### src/rtl/branch_seq.sv
// branch_seq: sequences one conditional branch at a time through operand wait,
// comparator evaluation and a single-cycle resolve pulse, with resolve/taken counters.
`default_nettype none

module branch_seq (
    input  logic        clk,
    input  logic        reset,
    input  logic        br_valid,
    input  logic [2:0]  br_cmpop,
    input  logic [31:0] br_target,
    input  logic        rs_ready,
    input  logic        rt_ready,
    input  logic        flush,
    input  logic        judge,
    output logic [2:0]  cmp_op,
    output logic        stall,
    output logic        resolve_valid,
    output logic        resolve_taken,
    output logic [31:0] redirect_pc,
    output logic [15:0] br_cnt,
    output logic [15:0] taken_cnt,
    output logic        bds_err
);

    typedef enum logic [1:0] {
        IDLE    = 2'd0,
        WAIT    = 2'd1,
        EVAL    = 2'd2,
        RESOLVE = 2'd3
    } state_e;

    localparam logic [15:0] CNT_MAX = 16'hFFFF;

    state_e      state_q, state_d;
    logic [2:0]  op_q, op_d;
    logic [31:0] target_q, target_d;
    logic        taken_q, taken_d;
    logic [15:0] br_cnt_q, br_cnt_d;
    logic [15:0] taken_cnt_q, taken_cnt_d;
    logic        bds_err_q, bds_err_d;

    always_ff @(posedge clk or negedge reset) begin
        if (!reset) begin
            state_q     <= IDLE;
            op_q        <= 3'b000;
            target_q    <= 32'h0;
            taken_q     <= 1'b0;
            br_cnt_q    <= 16'h0;
            taken_cnt_q <= 16'h0;
            bds_err_q   <= 1'b0;
        end else begin
            state_q     <= state_d;
            op_q        <= op_d;
            target_q    <= target_d;
            taken_q     <= taken_d;
            br_cnt_q    <= br_cnt_d;
            taken_cnt_q <= taken_cnt_d;
            bds_err_q   <= bds_err_d;
        end
    end

    always_comb begin
        state_d       = state_q;
        op_d          = op_q;
        target_d      = target_q;
        taken_d       = taken_q;
        stall         = 1'b0;
        cmp_op        = 3'b000;
        resolve_valid = 1'b0;
        case (state_q)
            IDLE: begin
                stall = br_valid;
                if (br_valid && !flush) begin
                    op_d     = br_cmpop;
                    target_d = br_target;
                    state_d  = (rs_ready && rt_ready) ? EVAL : WAIT;
                end
            end
            WAIT: begin
                stall  = 1'b1;
                cmp_op = op_q;
                if (flush) begin
                    state_d = IDLE;
                end else if (rs_ready && rt_ready) begin
                    state_d = EVAL;
                end
            end
            EVAL: begin
                stall  = 1'b1;
                cmp_op = op_q;
                if (flush) begin
                    state_d = IDLE;
                end else begin
                    taken_d = judge;
                    state_d = RESOLVE;
                end
            end
            RESOLVE: begin
                // flush wins over the resolve pulse
                resolve_valid = !flush;
                state_d       = IDLE;
            end
            default: state_d = IDLE;
        endcase
    end

    assign resolve_taken = resolve_valid && taken_q;
    assign redirect_pc   = resolve_taken ? target_q : 32'h0;

    always_comb begin
        br_cnt_d    = br_cnt_q;
        taken_cnt_d = taken_cnt_q;
        if (resolve_valid && (br_cnt_q != CNT_MAX)) begin
            br_cnt_d = br_cnt_q + 16'd1;
        end
        if (resolve_taken && (taken_cnt_q != CNT_MAX)) begin
            taken_cnt_d = taken_cnt_q + 16'd1;
        end
    end

    // A branch showing up while resolving sits in the delay slot; flag it, never accept it.
    assign bds_err_d = bds_err_q || ((state_q == RESOLVE) && br_valid);

    assign br_cnt    = br_cnt_q;
    assign taken_cnt = taken_cnt_q;
    assign bds_err   = bds_err_q;

endmodule

`default_nettype wire
### config.mk
export PLATFORM = sky130hd
export DESIGN_NAME = branch_seq
export DESIGN_NICKNAME = d
export VERILOG_FILES = /design/src/rtl/branch_seq.sv
export SDC_FILE = /design/constraint.sdc
export NUM_CORES = 1
export LEC_CHECK = 0
export ABC_AREA = 1
export BUFFER_PORTS_ARGS = -buffer_cell sky130_fd_sc_hd__buf_2
export CORE_MARGIN = 4
export CORE_UTILIZATION = 58
export CTS_BUF_LIST = sky130_fd_sc_hd__clkbuf_8
export CTS_CLUSTER_SIZE = 30
export DETAILED_ROUTE_END_ITERATION = 16
export PLACE_DENSITY_LB_ADDON = 0.3
export SLEW_MARGIN = 20
export SYNTH_ARGS = -nofsm -noshare
export SYNTH_HDL_FRONTEND = slang
export SYNTH_SLANG_ARGS = --single-unit
### constraint.sdc
create_clock -name clk -period 4.7 [get_ports clk]
set_input_delay 0.705 -clock clk [delete_from_list [all_inputs] [get_ports clk]]
set_output_delay 0.705 -clock clk [all_outputs]
set_load 0.1 [all_outputs]
==> impl_metrics.py <==
metrics = {
    "run_status": {
        "status": "complete, no violations",
    },
    "worst_hold_path": {
        "min_path_type": "in2async",
    },
    "clocking": {
        "insertion_delay_ns": 0.34,
        "numCtsBuffers": 9,
        "cts_sinks": 71,
        "post_cts_resized": 0,
        "path_clk_slew_ns": 0.08,
        "cts_tree": "yes",
        "clock-root-buffer": "clkbuf_8",
        "htreeDepth": 3,
        "postCtsSetupBuffers": 0,
        "cts_hold_buffers": 0,
        "cts.path.max_buffers": 2,
    },
    "setup_path": {
        "path_max_fanout": 34,
        "worstSetupStartpoint": "state_q[1]",
        "r2r-start": "state_q[1]",
        "rr_endpoint": "taken_cnt[12]",
        "slowest_stage": "nand3_2",
        "rrSetupSlack_ns": 2.51,
        "slowest_delay_ns": 0.54,
        "crit_arrival_ns": 2.30,
        "crit_required_ns": 3.99,
        "crit_chain": "ha_1 -> nand3_2 -> inv_2 -> buf_2",
        "critPathKind": "reg2out",
        "cp-end-kind": "output pin",
        "reg2regPathDepth": 7,
        "cp-start-kind": "flop",
    },
    "grt": {
        "grt_pass1_wl_um": 15000,
        "grt_max_degree": 68,
        "grt_util_all_layers_pct": 23.8,
        "grt-ovfl-total": 0,
        "grt_pass1_vias": 3395,
        "antenna_found_initial": 0,
    },
    "yosys": {
        "synthMuxAreaShare_pct": 1.16,
        "synthCells": 518,
        "synth-adder-area-share_pct": 2.26,
        "synth_xor_area_share_pct": 2.94,
        "synth_cell_types": 30,
        "syn_avg_cell_area_um2": 7.47,
        "synthTopCellsByArea": "dfrtp_1 (46%), nand2_1 (14%), nor2_1 (9.9%)",
        "synth_top_area_share_pct": 45.9,
        "yosysTopAreaCell": "dfrtp_1",
        "ys_ff_latch": 71,
        "mappedNetlistArea_um2": 3870,
        "ys_warn_count": 0,
        "synth_compound_area_share_pct": 6.92,
        "syn_nets": 567,
        "synth_top_family_by_area": "simple AND/OR/NAND/NOR gates",
        "synth-simple-area-share_pct": 32.2,
        "seq_area_frac_synth_pct": 45.9,
    },
    "detailed_routing": {
        "final_antenna_net_count": 0,
        "drtIter0Drc": 114,
        "vias": 3567,
        "drc_errors": 0,
        "wirelength_um": 8900,
        "dr.pass1.iters": 5,
        "via_per_inst": 5.02,
        "post_drt_wl_per_cell_um": 12.5,
    },
    "cells_and_area": {
        "final_cell_mix": "nand2_1 (145), buf_2 (112), nor2_1 (102), dfrtp_1 (71), inv_1 (64)",
        "num_antenna_cells": 0,
        "final_util_pct": 72.8,
        "final_common_cell": "nand2_1",
        "drive_gt1_share_pct": 24.8,
        "areaGrowthSynthToFinish_pct": 20.9,
        "finalNetCount": 678,
    },
    "placed_design": {
        "dp_hpwl_um": 6610,
        "gp_congestion": 0.837,
        "dp_slack_ns": 1.77,
        "numPortBuffers": 112,
    },
    "sta": {
        "tns_ns": 0,
        "finalCriticalPeriod_ns": 3.00,
        "worstMarginPinSlew_ns": 0.791,
        "slew_headroom_pct": 47.3,
        "post-route-period-util_pct": 63.9,
        "max_freq_mhz": 333,
        "rsz0062_at_grt": "no",
        "skew_ns": 0.00434,
        "drv_slew": 0,
        "setup_viol": 0,
        "hold_viol": 0,
        "worst_slack_ns": 1.70,
    },
    "pwr": {
        "p_leak_uw": 0.00266,
        "irDropWorstVdd_mv": 0.448,
        "p_per_area_nw_per_um2": 563,
    },
    "floorplan": {
        "start_util_pct": 60.3,
        "core_area_um2": 6420,
        "die_h_um": 89.7,
        "io_pins": 113,
        "dieArea_um2": 8040,
        "die_x_um": 89.7,
        "rows": 29,
    },
    "job": {
        "cap_viol_max_count": 0,
    },
}
report_power, final:
group / leakage [uW] / switching, uW / total [uW] / internal (uW)
logic: 0.00172 / 973 / 1210 / 241
clock network: 0.0000957 / 232 / 488 / 257
registers: 0.000847 / 117 / 933 / 816
sequential cells by signal (all words and copies together), names as in the netlist:
signal     flops
target_q      32
taken_q        1
bds_err        1
br_cnt        16
state_q        2
op_q           3
taken_cnt     16
routing by layer:
layer	routed length [um]	GRT usage (%)
met1	3830	30.2
met2	4440	40.7
met3	551	6.11
met4	82	5.68
met5	0	0
cells by family after synthesis:
kind of cell	count (synthesis)
AO/OA/AOI/OAI	50
XOR/XNOR	13
adder cells (fa/ha/maj)	7
buffers and inverters	84
flip-flops	71
multiplexers	4
AND/OR/NAND/NOR	289
stage by stage:
step	total power, uW	std cells	instance area [um^2]	hold WS [ns]
2_1_floorplan	1930	518	3870	0.409
3_3_place_gp	2120	695	4470	0.456
3_5_place_dp	2160	695	4470	0.459
4_1_cts	2650	711	4670	0.470
5_1_grt	2790	711	4680	0.479
6_report	2640	711	4680	0.439
worst max-delay path by stage:
stage,to,slack [ns],cells after the start
global route,redirect_pc[0],1.45,4
CTS,redirect_pc[24],1.67,4
finish,resolve_taken,1.70,4
floorplan,redirect_pc[10],1.60,4
detailed placement,redirect_pc[24],1.77,5
global placement,resolve_taken,1.83,5
area by class of cell:
| class | instances | area (um^2) |
|---|---|---|
| Tap cell | 77 | 96.3 |
| Sequential cell | 71 | 1780 |
| Fill cell | 518 | 1740 |
| Clock inverter | 6 | 61.3 |
| Inverter | 71 | 267 |
| Multi-Input combinational cell | 363 | 1770 |
| Timing Repair Buffer | 113 | 568 |
| Clock buffer | 10 | 138 |
critical path: cells and delay by family, from the launching register on:
kind	cells	cell delay [ns]
buffers and inverters	2	0.76
and+or+nand+nor	1	0.54
DFF	1	0.41
adders and majority gates	1	0.23
synthesized netlist by cell type, drive strengths merged:
| cell type | number |
|---|---|
| a21o | 1 |
| a21oi | 34 |
| buf | 9 |
| clkbuf | 4 |
| dfrtp | 71 |
| ha | 7 |
| inv | 71 |
| mux2 | 4 |
| nand2 | 150 |
| nand3 | 17 |
| nand3b | 3 |
| nand4 | 8 |
| nor2 | 110 |
| nor3 | 1 |
| o21ai | 15 |
| xnor2 | 8 |
| xor2 | 5 |
(Power assumes the default switching activity.)
